==> config.mk <==
export PLATFORM = sky130hd
export DESIGN_NAME = grid_parity_corrector_flat
export DESIGN_NICKNAME = d
export VERILOG_FILES = /design/src/rtl/grid_parity_corrector_if.sv /design/src/rtl/grid_parity_corrector.sv /design/src/flat_wrapper.sv
export SDC_FILE = /design/constraint.sdc
export NUM_CORES = 1
export LEC_CHECK = 0
export BUFFER_PORTS_ARGS = -buffer_cell sky130_fd_sc_hd__buf_2
export CAP_MARGIN = 40
export CORE_ASPECT_RATIO = 1.1
export CORE_UTILIZATION = 58
export CTS_CLUSTER_DIAMETER = 30
export CTS_CLUSTER_SIZE = 30
export DETAILED_ROUTE_END_ITERATION = 12
export PLACE_DENSITY = 0.91
export SYNTH_ARGS = -nofsm -noshare
export SYNTH_HDL_FRONTEND = slang
export SYNTH_SLANG_ARGS = --single-unit
==> constraint.sdc <==
create_clock -name clk -period 3.4 [get_ports clk]
set_input_delay 0.17 -clock clk [delete_from_list [all_inputs] [get_ports clk]]
set_output_delay 0.17 -clock clk [all_outputs]
set_load 0.05 [all_outputs]
==> src/rtl/grid_parity_corrector_if.sv <==
// Handshake/data bundle between the key-input layer and the 2-D parity corrector.
// master drives commands and data; slave is the corrector itself.
interface grid_parity_corrector_if #(
  parameter int ROWS = 4,
  parameter int COLS = 4
);
  localparam int N  = ROWS * COLS;
  localparam int IW = $clog2(N);

  logic            load;
  logic [N-1:0]    din;
  logic            inject;
  logic            check;
  logic            correct_en;
  logic [N-1:0]    data_out;
  logic [ROWS-1:0] row_par;
  logic [COLS-1:0] col_par;
  logic [IW-1:0]   inj_idx;
  logic            busy;
  logic            done;
  logic [1:0]      status;
  logic [IW-1:0]   err_idx;

  modport master (
    output load, din, inject, check, correct_en,
    input  data_out, row_par, col_par, inj_idx, busy, done, status, err_idx
  );

  modport slave (
    input  load, din, inject, check, correct_en,
    output data_out, row_par, col_par, inj_idx, busy, done, status, err_idx
  );
endinterface

==> src/rtl/grid_parity_corrector.sv <==
// ROWS x COLS row/column parity protector: captures a word with its parity, injects
// single-bit faults at an LFSR-chosen index, then scans, classifies and optionally repairs.
module grid_parity_corrector #(
  parameter int          ROWS = 4,
  parameter int          COLS = 4,
  parameter logic [15:0] SEED = 16'hACE1
) (
  input  logic                    clk,
  input  logic                    rst,
  grid_parity_corrector_if.slave  bus
);
  localparam int N  = ROWS * COLS;
  localparam int IW = $clog2(N);
  localparam int MX = (ROWS > COLS) ? ROWS : COLS;
  localparam int CW = $clog2(MX);
  localparam int PW = CW + 1;
  localparam logic [15:0] SEED_EFF = (SEED == 16'h0000) ? 16'h0001 : SEED;

  localparam logic [2:0] S_IDLE = 3'd0;
  localparam logic [2:0] S_SROW = 3'd1;
  localparam logic [2:0] S_SCOL = 3'd2;
  localparam logic [2:0] S_EVAL = 3'd3;
  localparam logic [2:0] S_FIX  = 3'd4;
  localparam logic [2:0] S_DONE = 3'd5;

  logic [2:0]      r_state;
  logic [CW-1:0]   r_cnt;
  logic [N-1:0]    r_data;
  logic [ROWS-1:0] r_row_par;
  logic [COLS-1:0] r_col_par;
  logic [ROWS-1:0] r_rflag;
  logic [COLS-1:0] r_cflag;
  logic [1:0]      r_status;
  logic [IW-1:0]   r_err_idx;
  logic [15:0]     r_lfsr;
  logic            r_corr;

  logic [ROWS-1:0] w_rowx, w_din_rp;
  logic [COLS-1:0] w_colx, w_din_cp;
  logic [PW-1:0]   w_nr, w_nc;
  logic [IW-1:0]   w_eidx;
  logic [1:0]      w_st;
  logic [IW-1:0]   w_inj;
  logic            w_fb;

  // Parity of the live data (for the scan) and of din (for capture on load).
  always_comb begin
    w_rowx   = '0;
    w_colx   = '0;
    w_din_rp = '0;
    w_din_cp = '0;
    for (int r = 0; r < ROWS; r++) begin
      for (int c = 0; c < COLS; c++) begin
        w_rowx[r]   = w_rowx[r]   ^ r_data[r*COLS+c];
        w_colx[c]   = w_colx[c]   ^ r_data[r*COLS+c];
        w_din_rp[r] = w_din_rp[r] ^ bus.din[r*COLS+c];
        w_din_cp[c] = w_din_cp[c] ^ bus.din[r*COLS+c];
      end
    end
  end

  // Classification of the collected flags; a single row/col intersection locates the bit.
  always_comb begin
    w_nr   = '0;
    w_nc   = '0;
    w_eidx = '0;
    for (int r = 0; r < ROWS; r++) w_nr = w_nr + PW'(r_rflag[r]);
    for (int c = 0; c < COLS; c++) w_nc = w_nc + PW'(r_cflag[c]);
    for (int r = 0; r < ROWS; r++)
      for (int c = 0; c < COLS; c++)
        if (r_rflag[r] && r_cflag[c]) w_eidx = IW'(r*COLS + c);
    if (w_nr == '0 && w_nc == '0)
      w_st = 2'b00;
    else if (w_nr == PW'(1) && w_nc == PW'(1))
      w_st = 2'b01;
    else if ((w_nr == PW'(1) && w_nc == '0) || (w_nr == '0 && w_nc == PW'(1)))
      w_st = 2'b10;
    else
      w_st = 2'b11;
  end

  assign w_fb  = r_lfsr[15] ^ r_lfsr[13] ^ r_lfsr[12] ^ r_lfsr[10];
  assign w_inj = IW'(r_lfsr % N);

  always_ff @(posedge clk or posedge rst) begin
    if (rst) begin
      r_state   <= S_IDLE;
      r_cnt     <= '0;
      r_data    <= '0;
      r_row_par <= '0;
      r_col_par <= '0;
      r_rflag   <= '0;
      r_cflag   <= '0;
      r_status  <= 2'b00;
      r_err_idx <= '0;
      r_lfsr    <= SEED_EFF;
      r_corr    <= 1'b0;
    end else begin
      r_lfsr <= {r_lfsr[14:0], w_fb};
      case (r_state)
        S_IDLE: begin
          if (bus.load) begin
            r_data    <= bus.din;
            r_row_par <= w_din_rp;
            r_col_par <= w_din_cp;
            r_status  <= 2'b00;
            r_err_idx <= '0;
          end else if (bus.inject) begin
            r_data <= r_data ^ (N'(1) << w_inj);
          end else if (bus.check) begin
            r_corr  <= bus.correct_en;
            r_cnt   <= '0;
            r_state <= S_SROW;
          end
        end
        S_SROW: begin
          for (int r = 0; r < ROWS; r++)
            if (r_cnt == CW'(r)) r_rflag[r] <= w_rowx[r] ^ r_row_par[r];
          if (r_cnt == CW'(ROWS-1)) begin
            r_cnt   <= '0;
            r_state <= S_SCOL;
          end else begin
            r_cnt <= r_cnt + 1'b1;
          end
        end
        S_SCOL: begin
          for (int c = 0; c < COLS; c++)
            if (r_cnt == CW'(c)) r_cflag[c] <= w_colx[c] ^ r_col_par[c];
          if (r_cnt == CW'(COLS-1)) begin
            r_cnt   <= '0;
            r_state <= S_EVAL;
          end else begin
            r_cnt <= r_cnt + 1'b1;
          end
        end
        S_EVAL: begin
          r_status  <= w_st;
          r_err_idx <= (w_st == 2'b01) ? w_eidx : '0;
          r_state   <= (w_st == 2'b01 && r_corr) ? S_FIX : S_DONE;
        end
        S_FIX: begin
          r_data  <= r_data ^ (N'(1) << r_err_idx);
          r_state <= S_DONE;
        end
        S_DONE:  r_state <= S_IDLE;
        default: r_state <= S_IDLE;
      endcase
    end
  end

  assign bus.data_out = r_data;
  assign bus.row_par  = r_row_par;
  assign bus.col_par  = r_col_par;
  assign bus.inj_idx  = w_inj;
  assign bus.busy     = (r_state == S_SROW) || (r_state == S_SCOL) ||
                        (r_state == S_EVAL) || (r_state == S_FIX);
  assign bus.done     = (r_state == S_DONE);
  assign bus.status   = r_status;
  assign bus.err_idx  = r_err_idx;
endmodule

==> src/flat_wrapper.sv <==
// flat-port wrapper written by rule: the top's interface ports become plain ports
module grid_parity_corrector_flat 
#(
  parameter int          ROWS = 4,
  parameter int          COLS = 4,
  parameter logic [15:0] SEED = 16'hACE1
)
  (clk, rst, bus_load, bus_din, bus_inject, bus_check, bus_correct_en, bus_data_out, bus_row_par, bus_col_par, bus_inj_idx, bus_busy, bus_done, bus_status, bus_err_idx);
  grid_parity_corrector_if #(.ROWS(ROWS), .COLS(COLS)) bus_i ();
  input  logic clk;
  input  logic rst;
  input wire logic [$bits(bus_i.load)-1:0] bus_load;
  input wire logic [$bits(bus_i.din)-1:0] bus_din;
  input wire logic [$bits(bus_i.inject)-1:0] bus_inject;
  input wire logic [$bits(bus_i.check)-1:0] bus_check;
  input wire logic [$bits(bus_i.correct_en)-1:0] bus_correct_en;
  output wire logic [$bits(bus_i.data_out)-1:0] bus_data_out;
  output wire logic [$bits(bus_i.row_par)-1:0] bus_row_par;
  output wire logic [$bits(bus_i.col_par)-1:0] bus_col_par;
  output wire logic [$bits(bus_i.inj_idx)-1:0] bus_inj_idx;
  output wire logic [$bits(bus_i.busy)-1:0] bus_busy;
  output wire logic [$bits(bus_i.done)-1:0] bus_done;
  output wire logic [$bits(bus_i.status)-1:0] bus_status;
  output wire logic [$bits(bus_i.err_idx)-1:0] bus_err_idx;
  assign bus_i.load = bus_load;
  assign bus_i.din = bus_din;
  assign bus_i.inject = bus_inject;
  assign bus_i.check = bus_check;
  assign bus_i.correct_en = bus_correct_en;
  assign bus_data_out = bus_i.data_out;
  assign bus_row_par = bus_i.row_par;
  assign bus_col_par = bus_i.col_par;
  assign bus_inj_idx = bus_i.inj_idx;
  assign bus_busy = bus_i.busy;
  assign bus_done = bus_i.done;
  assign bus_status = bus_i.status;
  assign bus_err_idx = bus_i.err_idx;
  grid_parity_corrector #(.ROWS(ROWS), .COLS(COLS), .SEED(SEED)) u_core (.clk(clk), .rst(rst), .bus(bus_i));
endmodule
* Word-level counts from Yosys, hierarchy flattened
Index checks and enable logic that the tools add are counted.
Word-level totals: bits in registers 60, output and inout bits 36, logic and storage cells 191
Operators by class: add/subtract/negate cells 7, equal/unequal tests 18, shift operators 2, multiplexer cells 38, bitwise logic cells 63, reduce and logical (&&, ||, !) cells 46
Operators by type and width (count):
- $xor A1 B1 Y1 | 59
- $mux W4 | 10
- $mux W16 | 2
- $pmux W16 S2 | 1
- $shl A1 B4 Y16 const A | 2
- $xor A16 B16 Y16 | 2
- $mux W3 | 9
- $reduce_and A2 Y1 | 11
- $logic_and A1 B1 Y1 | 20
- $mux W2 | 9
- $pmux W3 S5 | 1
- $add A3 B1 Y3 | 4
- $eq A3 B1 Y1 const B | 3
- $logic_not A3 Y1 | 3
- $ne A2 B2 Y1 const B | 4
- $pmux W2 S2 | 2
- $pmux W4 S2 | 1
- $reduce_and A4 Y1 | 2
- $eq A3 B2 Y1 const B | 2
- $eq A3 B3 Y1 const B | 2
- $reduce_bool A2 Y1 | 3
- $reduce_and A5 Y1 | 1
- $add A1 B1 Y2 | 2
- $eq A2 B1 Y1 const B | 2
- 9 further kinds | 17

* Longest topological paths before layout
word-level depth 18, mapped depth 7, depth with buffers taken out 7

* Worst setup path before layout
OpenSTA, ideal clock, no wires.
path kind register to register, from reg u_core.r_rflag[0], to reg u_core.r_err_idx[2], in the netlist u_core.bus.err_idx[2], arrival time 2356 ps, data required time 3324 ps, setup slack 967 ps, cell stages (with the launch flop) 8, path buffers 0, period minus slack after synthesis 2433 ps, cell sequence dfrtp_1 ha_1 fa_1 ha_1 or4_4 nor3_4 o41ai_1 o21ai_1
Between the ends: longest elaborated chain between the ends 12
RTL lines:
- start: declaration | RTL line grid_parity_corrector.sv:31 | logic [ROWS-1:0] r_rflag;
- start signal: indexed assignment | RTL line grid_parity_corrector.sv:118 | if (r_cnt == CW'(r)) r_rflag[r] <= w_rowx[r] ^ r_row_par[r];
- $add A1 B1 Y2 (*) | RTL line grid_parity_corrector.sv:67 | for (int r = 0; r < ROWS; r++) w_nr = w_nr + PW'(r_rflag[r]);
- $add A3 B1 Y3 (*) (2 in series) | RTL line grid_parity_corrector.sv:67
- $eq A3 B1 Y1 / $logic_not A3 Y1 (equally long branches) | RTL line grid_parity_corrector.sv:74, grid_parity_corrector.sv:76, grid_parity_corrector.sv:72
- $logic_and A1 B1 Y1 | RTL line grid_parity_corrector.sv:76 | else if ((w_nr == PW'(1) && w_nc == '0) || (w_nr == '0 && w_nc == PW'(1)))
- $logic_or A1 B1 Y1 | RTL line grid_parity_corrector.sv:76
- $mux W1 | RTL line grid_parity_corrector.sv:76
- $mux W2 | RTL line grid_parity_corrector.sv:74 | else if (w_nr == PW'(1) && w_nc == PW'(1))
- $mux W2 (*) | RTL line grid_parity_corrector.sv:72 | if (w_nr == '0 && w_nc == '0)
- $eq A2 B1 Y1 (*) | RTL line grid_parity_corrector.sv:138 | r_err_idx <= (w_st == 2'b01) ? w_eidx : '0;
- $mux W4 (*) | RTL line grid_parity_corrector.sv:138
- $pmux W4 S2 (*) | RTL line grid_parity_corrector.sv:100 | case (r_state)
- end signal: assignment | RTL line grid_parity_corrector.sv:138
- end: declaration | RTL line grid_parity_corrector.sv:34 | logic [IW-1:0] r_err_idx;
Every way passes the cells marked *; elsewhere a longest branch is shown, timed or not. A chain may end at the register's enable or synchronous reset.

* Worst setup path in the final report
from reg u_core.r_rflag[1], to reg u_core.r_err_idx[3], in the netlist u_core.bus.err_idx[3]
Same word-level chain as after synthesis.

==> summary.txt <==
Logic synthesis
  – Syn avg cell area: 9.91 um2
  – Count leader, synth: xnor2_1
  – Largest cells by area after synthesis: dfrtp_1 (32%), xnor2_1 (12%), dfstp_2 (5.2%)
  – Post-synthesis sequential area ratio: 37.7%
  – Commonest cells in the synthesized netlist: xnor2_1 (57), dfrtp_1 (52), o21ai_1 (40), nand2_1 (24)
  – Synth top area share: 32.4%
  – Main synth FF type: dfrtp_1
  – Synthesized area: 0.00401 mm2
  – YS warnings: 0
  – Area leader, netlist: dfrtp_1
  – Synthesized net count: 437
  – Synth unique cells: 55
  – Post-synth EDFFs: 0
  – Synth Instances: 405
  – Synthesis-stage register bit count: 60
  – Ys async rst share: 100%

Final layout
  – Fin nets: 471
  – Multi-input logic area: 0.00228 mm2
  – Core Util, Final: 66.5%
  – Final instance area: 0.00441 mm2
  – Fraction of layout cells with a size suffix above 1: 23.2%
  – Filler Cells Inserted: 517
  – Register area: 0.00151 mm2
  – Antenna diode count: 0
  – Area growth, synth to finish: 9.95%

Drt
  – Vias: 3,280
  – Routed met1 length: 3940 um
  – Detailed-route DRC error count: 0
  – Antenna Nets Post-Route: 0
  – Uppermost layer routed: met4
  – Final wirelength: 10,000 um
  – DR WL/cell: 19.0 um
  – Met3 WL post-DR: 693 um
  – Drt pass-1 iters: 5
  – Vias per cell: 6.24
  – Detail Route met2 WL: 5010 um
  – Iter 0 DRT Violations: 192

Critical path
  – Critical path endpoint: u_core.bus.err_idx[3]$_DFFE_PP0P_
  – Critical path endpoint category: flop
  – Critical path class: reg2reg
  – Crit. Startpoint: u_core.r_rflag[1]$_DFFE_PP0P_
  – Slowest stage cell, crit path: or4_4
  – CP most frequent cell: ha_1
  – RR Endpoint: u_core.bus.err_idx[3]$_DFFE_PP0P_
  – Critical R2R Launch: u_core.r_rflag[1]$_DFFE_PP0P_
  – CP arrival: 2.91 ns
  – Flop2flop setup slack: 0.76 ns
  – Setup crit start kind: flop
  – Cell Chain, Critical Path: ha_1, fa_1, ha_1, or4_4, nor3_4, o41ai_1, o21ai_1
  – Crit path max fanout: 5
  – Max stage delay on crit path: 0.57 ns
  – Worst r2r path cells: 7
  – CP Data Required Time: 3.68 ns

CTS
  – CTS buffer count: 9
  – H-tree depth: 3
  – Clock buffer depth: 2
  – Clock Pin Slew Worst Setup and Hold Paths: 0.08 ns
  – CTS tree: yes
  – PostCTS Resize Cnt: 0
  – Root Driver: clkbuf_8
  – Worst skew pair latency: 0.35 ns
  – Clock sink count: 60

Global route
  – Gr ovfl total: 0
  – Total GRT Usage: 29.8%
  – Initial antenna violation count: 0
  – Largest net degree at the start of global routing: 37
  – Global-route wire length before repair: 15,700 um
  – Vias in the first global route: 3,149

Timing
  – Slew Viols, Final: 0
  – Final Hold Violating Endpoints: 0
  – Worst-Margin Slew: 0.800 ns
  – Max-slew headroom: 46.6%
  – Skew final: 0.00611 ns
  – Max Fclk: 379 MHz
  – Final worst path period share: 77.5%
  – Final setup fails: 0
  – Final min period: 2.64 ns
  – RSZ-0062 raised after global routing: false
  – TNS Setup: 0 ns

Floorplan
  – Row count: 31
  – Starting Density: 60.5%
  – Core area: 0.00663 mm2
  – Top-Level Pins: 58
  – Die Ht: 89.2 um
  – Die Area: 0.00726 mm2
  – Die X: 81.3 um

Hold path
  – Worst hold path class: in2reg

Flow run
  – Max-Cap Viols: 0

Placement
  – PortBufs: 57
  – RePlAce Congestion: 0.990
  – Detail Placement HPWL: 7140 um
  – Placed Area: 0.00422 mm2

Power and ir drop
  – P_leak: 1.87 nW
  – Design Power: 0.00484 W
  – PwrDens: 1100 mW/mm2
  – Worst VDD drop: 638 uV

Run status
  – Outcome: completed
[where the power goes]
group          switching [W]  total (W)  internal [W]
sequential          0.000466    0.00142      0.000953
clock               0.000330   0.000604      0.000274
combinational        0.00172    0.00281       0.00110
total                0.00251    0.00484       0.00233
[logic make-up (layout without fill, tap and decap cells)]
group	Yosys count	in the layout	share of synthesized area, %
AOI/OAI and AO/OA	104	104	16.3
xor gates and xnor gates	76	76	16.6
adders and majority gates	10	10	3.49
buffers and inverters	42	81	5.46
DFF	60	60	37.7
muxes	20	20	5.05
and+or+nand+nor	93	93	15.5
[worst min path at each step]
stage / start / depth (start not counted) / endpoint / slack (ns)
floorplan: bus_correct_en / 1 / u_core.r_corr$_DFFE_PP0P_ / 0.30
global placement: u_core.r_lfsr[9]$_DFF_PP0_ / 0 / u_core.r_lfsr[10]$_DFF_PP1_ / 0.33
detailed placement: u_core.r_lfsr[9]$_DFF_PP0_ / 0 / u_core.r_lfsr[10]$_DFF_PP1_ / 0.34
CTS: bus_correct_en / 2 / u_core.r_corr$_DFFE_PP0P_ / 0.06
global route: bus_correct_en / 2 / u_core.r_corr$_DFFE_PP0P_ / 0.09
finish: bus_correct_en / 2 / u_core.r_corr$_DFFE_PP0P_ / 0.07
[critical path: cells and delay by family (launching register included)]
kind	cells	cell delay [ns]
AO/OA/AOI/OAI	2	0.28
flip-flops	1	0.43
adder cells (fa/ha/maj)	3	1.05
AND/OR/NAND/NOR	2	0.81
[placed cells by master, fill, tap and decap left out, types with 3 or more instances in the layout]
cell,instances
dfrtp_1,52
o21ai_1,40
ha_1,8
inv_6,3
buf_2,57
a31oi_1,16
nor4b_2,4
nor4bb_1,4
and2_1,3
xor2_1,19
clkbuf_8,9
nor2b_1,7
o21ai_0,4
nand4b_1,4
a31o_1,17
buf_4,3
mux2i_1,18
nor2_1,11
nand2_1,24
or2_2,4
inv_1,3
dfstp_2,8
xnor2_1,57
nor3_1,3
a21oi_1,15
nand2b_1,8
[routing by layer]
layer,GRT usage (%),up-vias
met1,36.6,1583
li1,-,1485
met2,49.6,173
met5,0,-
met4,15.3,0
met3,5.82,39
[layout make-up]
cell class / count / share of cell area, %
multi-input cells: 303 / 51.7
flip-flops and latches: 60 / 34.3
repair buffers: 61 / 7.20
clock buffers: 9 / 2.81
well taps: 82 / 2.33
clock inverters: 7 / 1.33
inverters: 4 / 0.340
[timing repair]
action	4_1_cts	5_1_grt
hold buffers	1	0
endpoints found under the hold margin	1	0
buffers inserted	0	0
[state kept, by name (all words and copies together) (netlist names)]
register             count
u_core.bus.data_out     16
u_core.r_lfsr           16
u_core.bus.err_idx       4
u_core.r_rflag           4
u_core.r_corr            1
u_core.r_cflag           4
u_core.bus.row_par       4
u_core.r_state           3
u_core.bus.status        2
u_core.bus.col_par       4
u_core.r_cnt             2
[through the flow]
stage | hold WS, ns | worst slack, ns | cells
6_report | 0.0723 | 0.764 | 526
2_1_floorplan | 0.305 | 0.967 | 405
3_3_place_gp | 0.334 | 0.878 | 509
3_5_place_dp | 0.337 | 0.800 | 509
4_1_cts | 0.0626 | 0.768 | 526
5_1_grt | 0.0862 | 0.648 | 526
Power figures use the tool's default switching activity.
